==> config.mk <==
export PLATFORM = sky130hd
export DESIGN_NAME = user_func_requester_flat
export DESIGN_NICKNAME = d
export VERILOG_FILES = /design/src/rtl/user_func_requester_pkg.sv /design/src/rtl/user_func_requester_if.sv /design/src/rtl/user_func_requester_lockout_timer.sv /design/src/rtl/user_func_requester.sv /design/src/flat_wrapper.sv
export SDC_FILE = /design/constraint.sdc
export NUM_CORES = 1
export LEC_CHECK = 0
export CORE_MARGIN = 2
export CORE_UTILIZATION = 49
export DETAILED_ROUTE_END_ITERATION = 12
export PLACE_DENSITY_LB_ADDON = 0.25
export REMOVE_ABC_BUFFERS = 1
export SYNTH_ARGS = -nofsm -noshare
export SYNTH_HDL_FRONTEND = slang
export SYNTH_SLANG_ARGS = --single-unit
==> constraint.sdc <==
create_clock -name clk -period 2.15 [get_ports clk]
set_input_delay 0.3225 -clock clk [delete_from_list [all_inputs] [get_ports clk]]
set_output_delay 0.3225 -clock clk [all_outputs]
set_load 0.1 [all_outputs]
==> src/rtl/user_func_requester_pkg.sv <==
// Shared constants and types for the user/function request sequencer.
// The bench imports the same package for its defaults and state names.
package user_func_requester_pkg;

  typedef enum logic [1:0] {
    ST_IDLE   = 2'd0,
    ST_CHECK  = 2'd1,
    ST_RESULT = 2'd2,
    ST_LOCKED = 2'd3
  } state_t;

  localparam int CODE_W          = 3;
  localparam int CNT_W           = 3;
  localparam int TIMER_W         = 8;
  localparam int DEF_LOCK_LIMIT  = 3;
  localparam int DEF_LOCK_CYCLES = 16;

endpackage

==> src/rtl/user_func_requester_if.sv <==
// Request, validator and result signals of the requester, with a master side
// (requester plus validator) and a slave side (the sequencer itself).
interface user_func_requester_if;
  import user_func_requester_pkg::*;

  logic              req;
  logic [CODE_W-1:0] req_user;
  logic [CODE_W-1:0] req_func;
  logic [CODE_W-1:0] chk_user;
  logic [CODE_W-1:0] chk_func;
  logic              chk_valid;
  logic              busy;
  logic              grant;
  logic              deny;
  logic [CODE_W-1:0] exec_func;
  logic              locked;

  modport master (
    output req, req_user, req_func, chk_valid,
    input  chk_user, chk_func, busy, grant, deny, exec_func, locked
  );

  modport slave (
    input  req, req_user, req_func, chk_valid,
    output chk_user, chk_func, busy, grant, deny, exec_func, locked
  );

endinterface

==> src/rtl/user_func_requester_lockout_timer.sv <==
// Lockout countdown: loads the lockout length, counts down while enabled and
// flags the edge on which it reaches zero.
module lockout_timer
  import user_func_requester_pkg::*;
#(
  parameter int LOCK_CYCLES = DEF_LOCK_CYCLES
) (
  input  logic clk,
  input  logic reset,
  input  logic load,
  input  logic enable,
  output logic done
);

  logic [TIMER_W-1:0] count;

  always_ff @(posedge clk) begin
    if (reset) begin
      count <= '0;
    end else if (load) begin
      count <= LOCK_CYCLES[TIMER_W-1:0];
    end else if (enable && (count != '0)) begin
      count <= count - 1'b1;
    end
  end

  // Asserted in the last lockout cycle, so the owner leaves on the same edge
  // that takes the count to zero.
  assign done = enable && (count == TIMER_W'(1));

endmodule

==> src/rtl/user_func_requester.sv <==
// Request sequencer: captures a user/function pair, asks the external validator,
// pulses grant or deny, and locks out after repeated denials.
module user_func_requester
  import user_func_requester_pkg::*;
#(
  parameter int LOCK_LIMIT  = DEF_LOCK_LIMIT,
  parameter int LOCK_CYCLES = DEF_LOCK_CYCLES
) (
  input  logic                  clk,
  input  logic                  reset,
  user_func_requester_if.slave  bus
);

  localparam logic [CNT_W-1:0] LIMIT = LOCK_LIMIT[CNT_W-1:0];

  function automatic logic [CNT_W-1:0] sat_inc(input logic [CNT_W-1:0] v);
    return (v == '1) ? v : v + 1'b1;
  endfunction

  state_t            state, state_next;
  logic [CODE_W-1:0] hold_user, hold_func;
  logic              verdict;
  logic [CNT_W-1:0]  deny_cnt;
  logic [CNT_W-1:0]  deny_cnt_inc;
  logic              grant_d, deny_d;
  logic              grant_q, deny_q;
  logic [CODE_W-1:0] exec_q;
  logic              timer_load, timer_en, timer_done;

  assign deny_cnt_inc = sat_inc(deny_cnt);

  always_ff @(posedge clk) begin
    if (reset) state <= ST_IDLE;
    else       state <= state_next;
  end

  always_comb begin
    state_next = state;
    case (state)
      ST_IDLE:   if (bus.req) state_next = ST_CHECK;
      ST_CHECK:  state_next = ST_RESULT;
      ST_RESULT: begin
        if (!verdict && (deny_cnt_inc == LIMIT)) state_next = ST_LOCKED;
        else                                     state_next = ST_IDLE;
      end
      ST_LOCKED: if (timer_done) state_next = ST_IDLE;
      default:   state_next = ST_IDLE;
    endcase
  end

  always_comb begin
    grant_d    = 1'b0;
    deny_d     = 1'b0;
    timer_load = 1'b0;
    timer_en   = 1'b0;
    case (state)
      ST_RESULT: begin
        grant_d    = verdict;
        deny_d     = !verdict;
        timer_load = (state_next == ST_LOCKED);
      end
      ST_LOCKED: timer_en = 1'b1;
      default: ;
    endcase
  end

  // Capture, verdict sampling and the registered result pulses.
  always_ff @(posedge clk) begin
    if (reset) begin
      hold_user <= '0;
      hold_func <= '0;
      verdict   <= 1'b0;
      deny_cnt  <= '0;
      grant_q   <= 1'b0;
      deny_q    <= 1'b0;
      exec_q    <= '0;
    end else begin
      grant_q <= grant_d;
      deny_q  <= deny_d;
      exec_q  <= grant_d ? hold_func : '0;
      if ((state == ST_IDLE) && bus.req) begin
        hold_user <= bus.req_user;
        hold_func <= bus.req_func;
      end
      if (state == ST_CHECK) verdict <= bus.chk_valid;
      if (state == ST_RESULT) begin
        deny_cnt <= verdict ? '0 : deny_cnt_inc;
      end else if (timer_done) begin
        deny_cnt <= '0;
      end
    end
  end

  lockout_timer #(
    .LOCK_CYCLES (LOCK_CYCLES)
  ) u_timer (
    .clk    (clk),
    .reset  (reset),
    .load   (timer_load),
    .enable (timer_en),
    .done   (timer_done)
  );

  assign bus.chk_user  = hold_user;
  assign bus.chk_func  = hold_func;
  assign bus.busy      = (state != ST_IDLE);
  assign bus.locked    = (state == ST_LOCKED);
  assign bus.grant     = grant_q;
  assign bus.deny      = deny_q;
  assign bus.exec_func = exec_q;

endmodule

==> src/flat_wrapper.sv <==
// flat-port wrapper written by rule: the top's interface ports become plain ports
module user_func_requester_flat import user_func_requester_pkg::*;
#(
  parameter int LOCK_LIMIT  = DEF_LOCK_LIMIT,
  parameter int LOCK_CYCLES = DEF_LOCK_CYCLES
)
  (clk, reset, bus_req, bus_req_user, bus_req_func, bus_chk_valid, bus_chk_user, bus_chk_func, bus_busy, bus_grant, bus_deny, bus_exec_func, bus_locked);
  user_func_requester_if bus_i ();
  input  logic clk;
  input  logic reset;
  input wire logic [$bits(bus_i.req)-1:0] bus_req;
  input wire logic [$bits(bus_i.req_user)-1:0] bus_req_user;
  input wire logic [$bits(bus_i.req_func)-1:0] bus_req_func;
  input wire logic [$bits(bus_i.chk_valid)-1:0] bus_chk_valid;
  output wire logic [$bits(bus_i.chk_user)-1:0] bus_chk_user;
  output wire logic [$bits(bus_i.chk_func)-1:0] bus_chk_func;
  output wire logic [$bits(bus_i.busy)-1:0] bus_busy;
  output wire logic [$bits(bus_i.grant)-1:0] bus_grant;
  output wire logic [$bits(bus_i.deny)-1:0] bus_deny;
  output wire logic [$bits(bus_i.exec_func)-1:0] bus_exec_func;
  output wire logic [$bits(bus_i.locked)-1:0] bus_locked;
  assign bus_i.req = bus_req;
  assign bus_i.req_user = bus_req_user;
  assign bus_i.req_func = bus_req_func;
  assign bus_i.chk_valid = bus_chk_valid;
  assign bus_chk_user = bus_i.chk_user;
  assign bus_chk_func = bus_i.chk_func;
  assign bus_busy = bus_i.busy;
  assign bus_grant = bus_i.grant;
  assign bus_deny = bus_i.deny;
  assign bus_exec_func = bus_i.exec_func;
  assign bus_locked = bus_i.locked;
  user_func_requester #(.LOCK_LIMIT(LOCK_LIMIT), .LOCK_CYCLES(LOCK_CYCLES)) u_core (.clk(clk), .reset(reset), .bus(bus_i));
endmodule
Yosys cells after proc, flatten, opt, wreduce, memory -nomap -nowiden
Cells that the tools add are included.
- equality and inequality tests: 7
- reduce and logical (&&, ||, !) cells: 13
- bitwise gates (word level): 2
- add/sub/neg operators: 2
- multiplexer cells: 13
- operator list (operator ; count):
    $mux W3 ; 4
    $mux W5 ; 2
    $eq A8 B1 Y1 const B ; 1
    $pmux W2 S4 ; 1
    $reduce_bool A8 Y1 ; 1
    $sub A8 B1 Y8 const B ; 1
    $eq A2 B2 Y1 const B ; 3
    $mux W2 ; 3
    $reduce_bool A2 Y1 ; 3
    $reduce_or A2 Y1 ; 3
    $logic_and A1 B1 Y1 ; 4
    $add A3 B1 Y3 const B ; 1
    $eq A3 B2 Y1 const B ; 1
    $eq A3 B3 Y1 const B ; 1
    $mux W1 ; 3
    $eq A2 B1 Y1 const B ; 1
    $logic_not A2 Y1 ; 1
    $not A1 Y1 ; 2
    $logic_not A1 Y1 ; 1
- flip-flop bits (word level): 25
- word-level logic and storage cells: 47
- output and inout port bits: 13

Logic depth before layout (Yosys ltp)
Gate-level depths: netlist of the first run.
- word-level depth: 9
- depth in mapped cells: 6
- depth with buffers taken out: 6

Hierarchy
From an unflattened synthesis of the first run, not the netlist that was laid out.
- cells, all modules: 124
- area, all modules: 1174.9 um2
- modules (own cells, without submodules) (module ; cells an instance ; instances ; sequential area each (um2) ; area each (um2)):
    user_func_requester ; 68 ; 1 ; 340.3 ; 661.9
    lockout_timer ; 56 ; 1 ; 160.2 ; 513.0

Worst setup path before layout of the first run
Ideal clock, no wire load.
- kind: reg-to-reg
- start point: reg u_core.state[0]
- end point: reg u_core.u_timer.count[5]
- path buffers: 1
- clock period less this slack: 2.081 ns
- arrival: 2.009 ns
- stages on the path, launching flop included: 6
- path slack: 0.069 ns
- setup time: 0.072 ns
- cells stage by stage: dfxtp_1 > buf_2 > and2_1 > a21boi_4 > and4_4 > mux2i_1
- cells in the longest elaborated chain, start to end: 8
- RTL lines (item ; RTL line ; source):
    start: declaration ; user_func_requester.sv:20 ; state_t state, state_next;
    start signal: assignment ; user_func_requester.sv:34 ; else state <= state_next;
    $eq A2 B2 Y1 (*) ; - ;
    named net bus_locked ; flat_wrapper.sv:21 ; output wire logic [$bits(bus_i.locked)-1:0] bus_locked;
    $mux W1 ; user_func_requester.sv:56 ; case (state)
    $logic_and A1 B1 Y1 ; user_func_requester_lockout_timer.sv:29 ; assign done = enable && (count == TIMER_W'(1));
    $mux W2 ; user_func_requester.sv:46 ; ST_LOCKED: if (timer_done) state_next = ST_IDLE;
    $pmux W2 S4 ; user_func_requester.sv:39 ; case (state)
    $eq A2 B2 Y1 ; user_func_requester.sv:60 ; timer_load = (state_next == ST_LOCKED);
    $mux W1 ; user_func_requester.sv:56 ;
    $reduce_or A2 Y1 (no source line) ; - ;
    end signal: assignment ; user_func_requester_lockout_timer.sv:21 ; count <= LOCK_CYCLES[TIMER_W-1:0];
    end signal: assignment ; user_func_requester_lockout_timer.sv:23 ; count <= count - 1'b1;
    end: declaration ; user_func_requester_lockout_timer.sv:15 ; logic [TIMER_W-1:0] count;
The timed path passes the listed nets; every way through them passes the cells marked *.
A chain may end at the register's enable or synchronous reset.

Worst setup path in the final report of the first run
- start point: reg u_core.u_timer.count[0]
- end point: reg u_core.u_timer.count[5]
- cells in the longest elaborated chain, start to end: 7
- RTL lines (item ; RTL line):
    $eq A8 B1 Y1 ; user_func_requester_lockout_timer.sv:29
    $logic_and A1 B1 Y1 ; user_func_requester_lockout_timer.sv:29
    $mux W2 ; user_func_requester.sv:46
    $pmux W2 S4 ; user_func_requester.sv:39
    $eq A2 B2 Y1 ; user_func_requester.sv:60
    $mux W1 ; user_func_requester.sv:56
    $reduce_or A2 Y1 (no source line) ; -
Parallel ways exist; a longest one is shown, timed or not.

==> results.yml, run 1 <==
setup_path:
  crit_path_start_kind: "flop"
  crit_fanout: 7
  worst_ep_required_time_ns: 2.39
  end_kind: "flop"
  crit_arrival_ns: 1.89
  r2r_cells: 6
  crit_type: "flop to flop"
detailed_routing:
  dr.pass1.iters: 4
  dr.first_iter.drc_count: 11
  drcViolationCount: 0
  ant_nets: 0
  drt-total-wl_um: 2090
  vias: 936
  wire_per_inst_um: 12.1
  vias_per_cell: 5.41
clock_network:
  ctsResizeCount: 0
  cts.path.max_buffers: 2
  path_clk_slew_ns: 0.12
  cts_setup_buffers: 0
  insertion_delay_ns: 0.31
  cts-root-buf: "clkbuf_4"
  numCtsBuffers: 3
  clock_sinks: 25
  hold_buffers: 0
  h-tree-depth: 1
  cts_tree: "done"
placed_design:
  dpl.hpwl_um: 1600
  gp_congestion: 0.820
  dp.cells: 169
  numPortBuffers: 22
timing:
  slew_headroom_pct: 71.8
  hold_viol_final: 0
  tightest_slew_ns: 0.423
  rsz0062_at_grt: "no"
  setup_viol: 0
  max_freq_mhz: 606
  fin_tns_setup_ns: 0
  post-route-period-util_pct: 76.8
  drv_slew: 0
  fin_crit_ns: 1.65
  fin_worst_skew_ns: 0.00515
  hold_ws_ns: 0.474
die:
  dieArea_um2: 2700
  start_util_pct: 51.5
  ioPinCount: 23
  rows: 17
  core-area_um2: 2190
  die_w_um: 52.0
  fp.dieH_um: 52.0
cells_and_area:
  final_cells: 173
  finalNetCount: 160
  antenna_cells: 0
  fill_cells: 199
  drive_gt1_share_pct: 18.6
  areaGrowthSynthToFinish_pct: 22.0
logic_synthesis:
  async_flop_share_pct: 0
  post_synth_inst_count: 123
  ys.warnings.count: 0
  synth_top_family_by_area: "simple AND/OR/NAND/NOR gates"
  yosysSeqAreaShare_pct: 44.4
  ys.flop_type: "dfxtp_1"
  netlist_area_um2: 1130
  synth_edf_count: 0
  synth_seq_cells: 25
  synth_compound_area_share_pct: 15.0
  synth_mux_area_share_pct: 2.66
  ys_types: 37
  synthXorXnorAreaFrac_pct: 1.55
  postSynthAreaPerCell_um2: 9.17
  yosys.area_share.simple_pct: 28.7
  synthAdderAreaFrac_pct: 4.44
outcome:
  outcome: "complete, no violations"
global_route:
  grt_pass1_wl_um: 3620
  grt_pass1_vias: 872
  grt_usage_pct: 17.7
  grt_overflow_total: 0
  grt_max_degree: 14
  grt_antenna_before_repair: 0
power:
  vdd_drop_max_mv: 0.318
  power_mw: 0.901
  powerDensity_nw_per_um2: 655
  p_leak_nw: 0.538
hold_path:
  whs_path_depth: 2
  hp-class: "flop to flop"
job:
  drv_cap: 0
[cell usage after synthesis (all sizes together) (3+ instances only)]
cell type  count  area (um2)
dfxtp         25         500
nand2         22        82.6
clkbuf         3        11.3
a21oi         12        60.1
and2           5        31.3
ha             4        50.1
nand2b         4        25.0
nand3          3        15.0
nor3           4        25.0
inv            4        15.0
nor2           6        25.0
mux2i          3        30.0
[critical path, cell delays in order (launching register included)]
cell and delay [ns]:
dfxtp_1 0.44, inv_1 0.11, ha_1 0.20, nor4b_4 0.15, a21boi_4 0.26, and4_4 0.25
mux2i_1 0.18
[placed cells by master, fill, tap and decap left out, types with 4 or more instances in the layout]
| cell | n |
|---|---|
| a21oi_1 | 12 |
| and2_1 | 5 |
| buf_4 | 13 |
| clkdlybuf4s50_1 | 9 |
| dfxtp_1 | 25 |
| ha_1 | 4 |
| inv_1 | 4 |
| nand2_1 | 22 |
| nand2b_1 | 4 |
| nor2_1 | 5 |
[metrics by stage]
step	utilization, %	instance area [um2]	setup WS (ns)
finish	62.8	1380	0.499
global route	62.8	1380	0.400
CTS	62.8	1380	0.478
detailed placement	61.6	1350	0.509
global placement	61.6	1350	0.512
floorplan	-	1110	0.0659
[cell families after synthesis]
group	Yosys count
flip-flops	25
adder cells (fa/ha/maj)	4
AND/OR/NAND/NOR	55
AO/OA/AOI/OAI	25
XOR/XNOR	2
buffers and inverters	9
multiplexers	3
[final cells by class]
class	count	area [um2]	share of cell area, %
clock buffer	4	26.3	1.91
timing repair buffer	23	208	15.1
multi-input combinational	89	591	42.9
sequential	25	500	36.4
tap	28	35.0	2.55
inverter	4	15.0	1.09
[sequential cells by signal (all words and copies together), names as in the netlist]
signal / cells
u_core.verdict: 1
u_core.bus.exec_func: 3
u_core.bus.grant: 1
u_core.bus.deny: 1
u_core.bus.chk_func: 3
u_core.deny_cnt: 3
u_core.u_timer.count: 8
u_core.bus.chk_user: 3
u_core.state: 2
[worst paths after layout]
path / start / to / slack [ns]
setup reg to reg: u_core.u_timer.count[0]$_SDFFE_PP0P_ / u_core.u_timer.count[5]$_SDFFE_PP0P_ / 0.50
hold / removal: u_core.bus.chk_user[1]$_SDFFE_PP0P_ / u_core.bus.chk_user[1]$_SDFFE_PP0P_ / 0.47
setup / recovery: u_core.u_timer.count[0]$_SDFFE_PP0P_ / u_core.u_timer.count[5]$_SDFFE_PP0P_ / 0.50
hold reg to reg: u_core.bus.chk_user[1]$_SDFFE_PP0P_ / u_core.bus.chk_user[1]$_SDFFE_PP0P_ / 0.47
[power breakdown]
| group | internal (mW) | total (mW) | switching (mW) |
|---|---|---|---|
| sequential | 0.480 | 0.498 | 0.0180 |
| combinational | 0.0588 | 0.201 | 0.142 |
| clock | 0.0724 | 0.202 | 0.129 |
| total | 0.612 | 0.901 | 0.289 |
[layer usage]
layer	track usage (%)	vias up	routed length, um
met5	0	-	0
met4	5.26	0	31
met3	2.59	4	108
met2	31.0	26	1040
met1	22.1	431	908
li1	-	475	-
Power figures use the tool's default switching activity.
==> inputs of run 2 (changes only) <==
==> constraint.sdc (replaced) <==
create_clock -name clk -period 1.55 [get_ports clk]
set_input_delay 0.2325 -clock clk [delete_from_list [all_inputs] [get_ports clk]]
set_output_delay 0.2325 -clock clk [all_outputs]
set_load 0.1 [all_outputs]
==> run 2 against run 1 <==
  * Utilization up 9.6 points
  * Via count up 5.9%
  * Routed wire length up 21%
  * Total power up 48%
  * Global-route usage up 3.5 points
  * Clock skew down 0.0039 ns
  * Sequential cell count unchanged
  * Worst hold slack worse by 0.027 ns
  * Setup slack worse by 0.44 ns
  * Critical endpoint unchanged
==> results.yml, run 2 (same netlist as run 1, synthesis figures left out) <==
placed_design:
  gp_congestion: 0.859
  pre_cts_ws_ns: -0.0270
  dpl.hpwl_um: 2020
  numPortBuffers: 22
  placed_cell_area_um2: 1540
setup_path:
  crit_type: "flop to flop"
  cpMaxStageDelayCell: "dfxtp_2"
  end_kind: "flop"
  crit_path_cell_trace: "inv_2 > ha_2 > nor4b_4 > a21boi_4 > and4_4 > mux2i_1"
  crit_arrival_ns: 1.75
  worst_ep_required_time_ns: 1.81
  crit_fanout: 7
  crit_path_start_kind: "flop"
  slowest_delay_ns: 0.38
clock_network:
  clock_sinks: 25
  cts_setup_buffers: 0
  hold_buffers: 0
  insertion_delay_ns: 0.32
  cts.path.max_buffers: 2
  numCtsBuffers: 3
  cts-root-buf: "clkbuf_4"
  path_clk_slew_ns: 0.13
  cts_tree: "done"
  h-tree-depth: 1
power:
  pwr-share-comb_pct: 26.1
  p_sw_mw: 0.435
  powerDensity_nw_per_um2: 843
  p_leak_nw: 0.608
  p_sw_share_pct: 32.5
  intPower_mw: 0.902
  clkPwrFrac_pct: 21.6
  vdd_drop_max_mv: 0.607
  seqPwrFrac_pct: 52.3
detailed_routing:
  wire_per_inst_um: 14.2
  drt-total-wl_um: 2520
  drcViolationCount: 0
  dr.pass1.iters: 4
  dr.first_iter.drc_count: 9
  vias_per_cell: 5.57
  vias: 991
  ant_nets: 0
cells_and_area:
  drive_gt1_share_pct: 28.7
  areaGrowthSynthToFinish_pct: 40.6
  antenna_cells: 0
  top_register: "u_core.u_timer.count"
  finalNetCount: 165
  layout_common_cells: "22 x nand2_1, 20 x dfxtp_1, 13 x buf_12"
  largest_reg_flops: 8
  mostFrequentLayoutCell: "nand2_1"
  fin_area_um2: 1590
timing:
  post-route-period-util_pct: 96.5
  worst_slack_ns: 0.0544
  fin_worst_skew_ns: 0.00120
  fin_crit_ns: 1.50
  fin_tns_setup_ns: 0
  drv_slew: 0
  hold_viol_final: 0
  max_freq_mhz: 669
  tightest_slew_ns: 0.409
  rsz0062_at_grt: "yes"
  slew_headroom_pct: 72.6
  hold_ws_ns: 0.447
  setup_viol: 0
outcome:
  outcome: "complete, no violations"
global_route:
  grt_pass1_vias: 914
  grt_usage_pct: 21.2
  grt_pass1_wl_um: 4120
  grt_antenna_before_repair: 0
  grt_max_degree: 15
  grt_overflow_total: 0
die:
  ioPinCount: 23
  dieArea_um2: 2700
  start_util_pct: 51.5
  fp.dieH_um: 52.0
  rows: 17
  die_w_um: 52.0
  core-area_um2: 2190
hold_path:
  hp-class: "primary input to flop"
job:
  drv_cap: 0
run 2: cell count changes in the layout (fill, tap and decap cells not counted), moves of 2 or more:
cell	delta
buf_4	-7
inv_1	-2
dfxtp_2	+5
dfxtp_1	-5
buf_12	+12
inv_2	+2
run 2: stage by stage:
step | total power, mW | utilization (%) | std cells
final | 1.34 | 72.4 | 178
after global routing | 1.39 | 72.4 | 178
after CTS | 1.34 | 71.6 | 178
after detailed placement | 1.05 | 70.1 | 174
after global placement | 1.04 | 70.1 | 174
after floorplan | 0.904 | - | 118
run 2: power groups by stage:
stage,Clock [mW],Sequential (mW),Combinational (mW)
finish,0.289,0.699,0.349
global route,0.324,0.702,0.369
CTS,0.296,0.695,0.347
detailed placement,0,0.709,0.344
global placement,0,0.706,0.338
floorplan,0,0.795,0.109
run 2: path summary, 6_finish.rpt:
kind	to	slack, ns	from	cells after the start
worst min register to register	u_core.deny_cnt[1]$_SDFFE_PP0P_	0.50	u_core.deny_cnt[1]$_SDFFE_PP0P_	2
worst max-delay path	u_core.u_timer.count[5]$_SDFFE_PP0P_	0.05	u_core.u_timer.count[1]$_SDFFE_PP0P_	6
worst max register to register	u_core.u_timer.count[5]$_SDFFE_PP0P_	0.05	u_core.u_timer.count[1]$_SDFFE_PP0P_	6
worst min-delay path	u_core.bus.chk_func[2]$_SDFFE_PP0P_	0.45	bus_req_func[2]	3
run 2: metal layers:
metal | GRT usage [%] | routed length, um
met1 | 23.4 | 1020
met2 | 38.0 | 1350
met3 | 2.59 | 74
met4 | 13.2 | 81
met5 | 0 | 0
run 2: worst max-delay path, delay by kind of cell (launching register included):
kind | cells | cell delay, ns
flops | 1 | 0.38
mux | 1 | 0.18
buf+inv | 1 | 0.06
simple gates | 2 | 0.40
compound gates | 1 | 0.24
fa+ha+maj | 1 | 0.17
run 2: timing repair:
action,CTS,global route
endpoints found under the setup margin,3,6
endpoints found under the hold margin,0,0
resized for setup,4,7
pin swaps,1,2
run 2: final cells by class:
type | instances | area (um2)
clock buffer | 3 | 22.5
clock inverter | 1 | 5.00
fill | 163 | 606
inverter | 4 | 15.0
multi-input combinational | 89 | 606
sequential | 25 | 507
tap | 28 | 35.0
timing repair buffer | 28 | 395
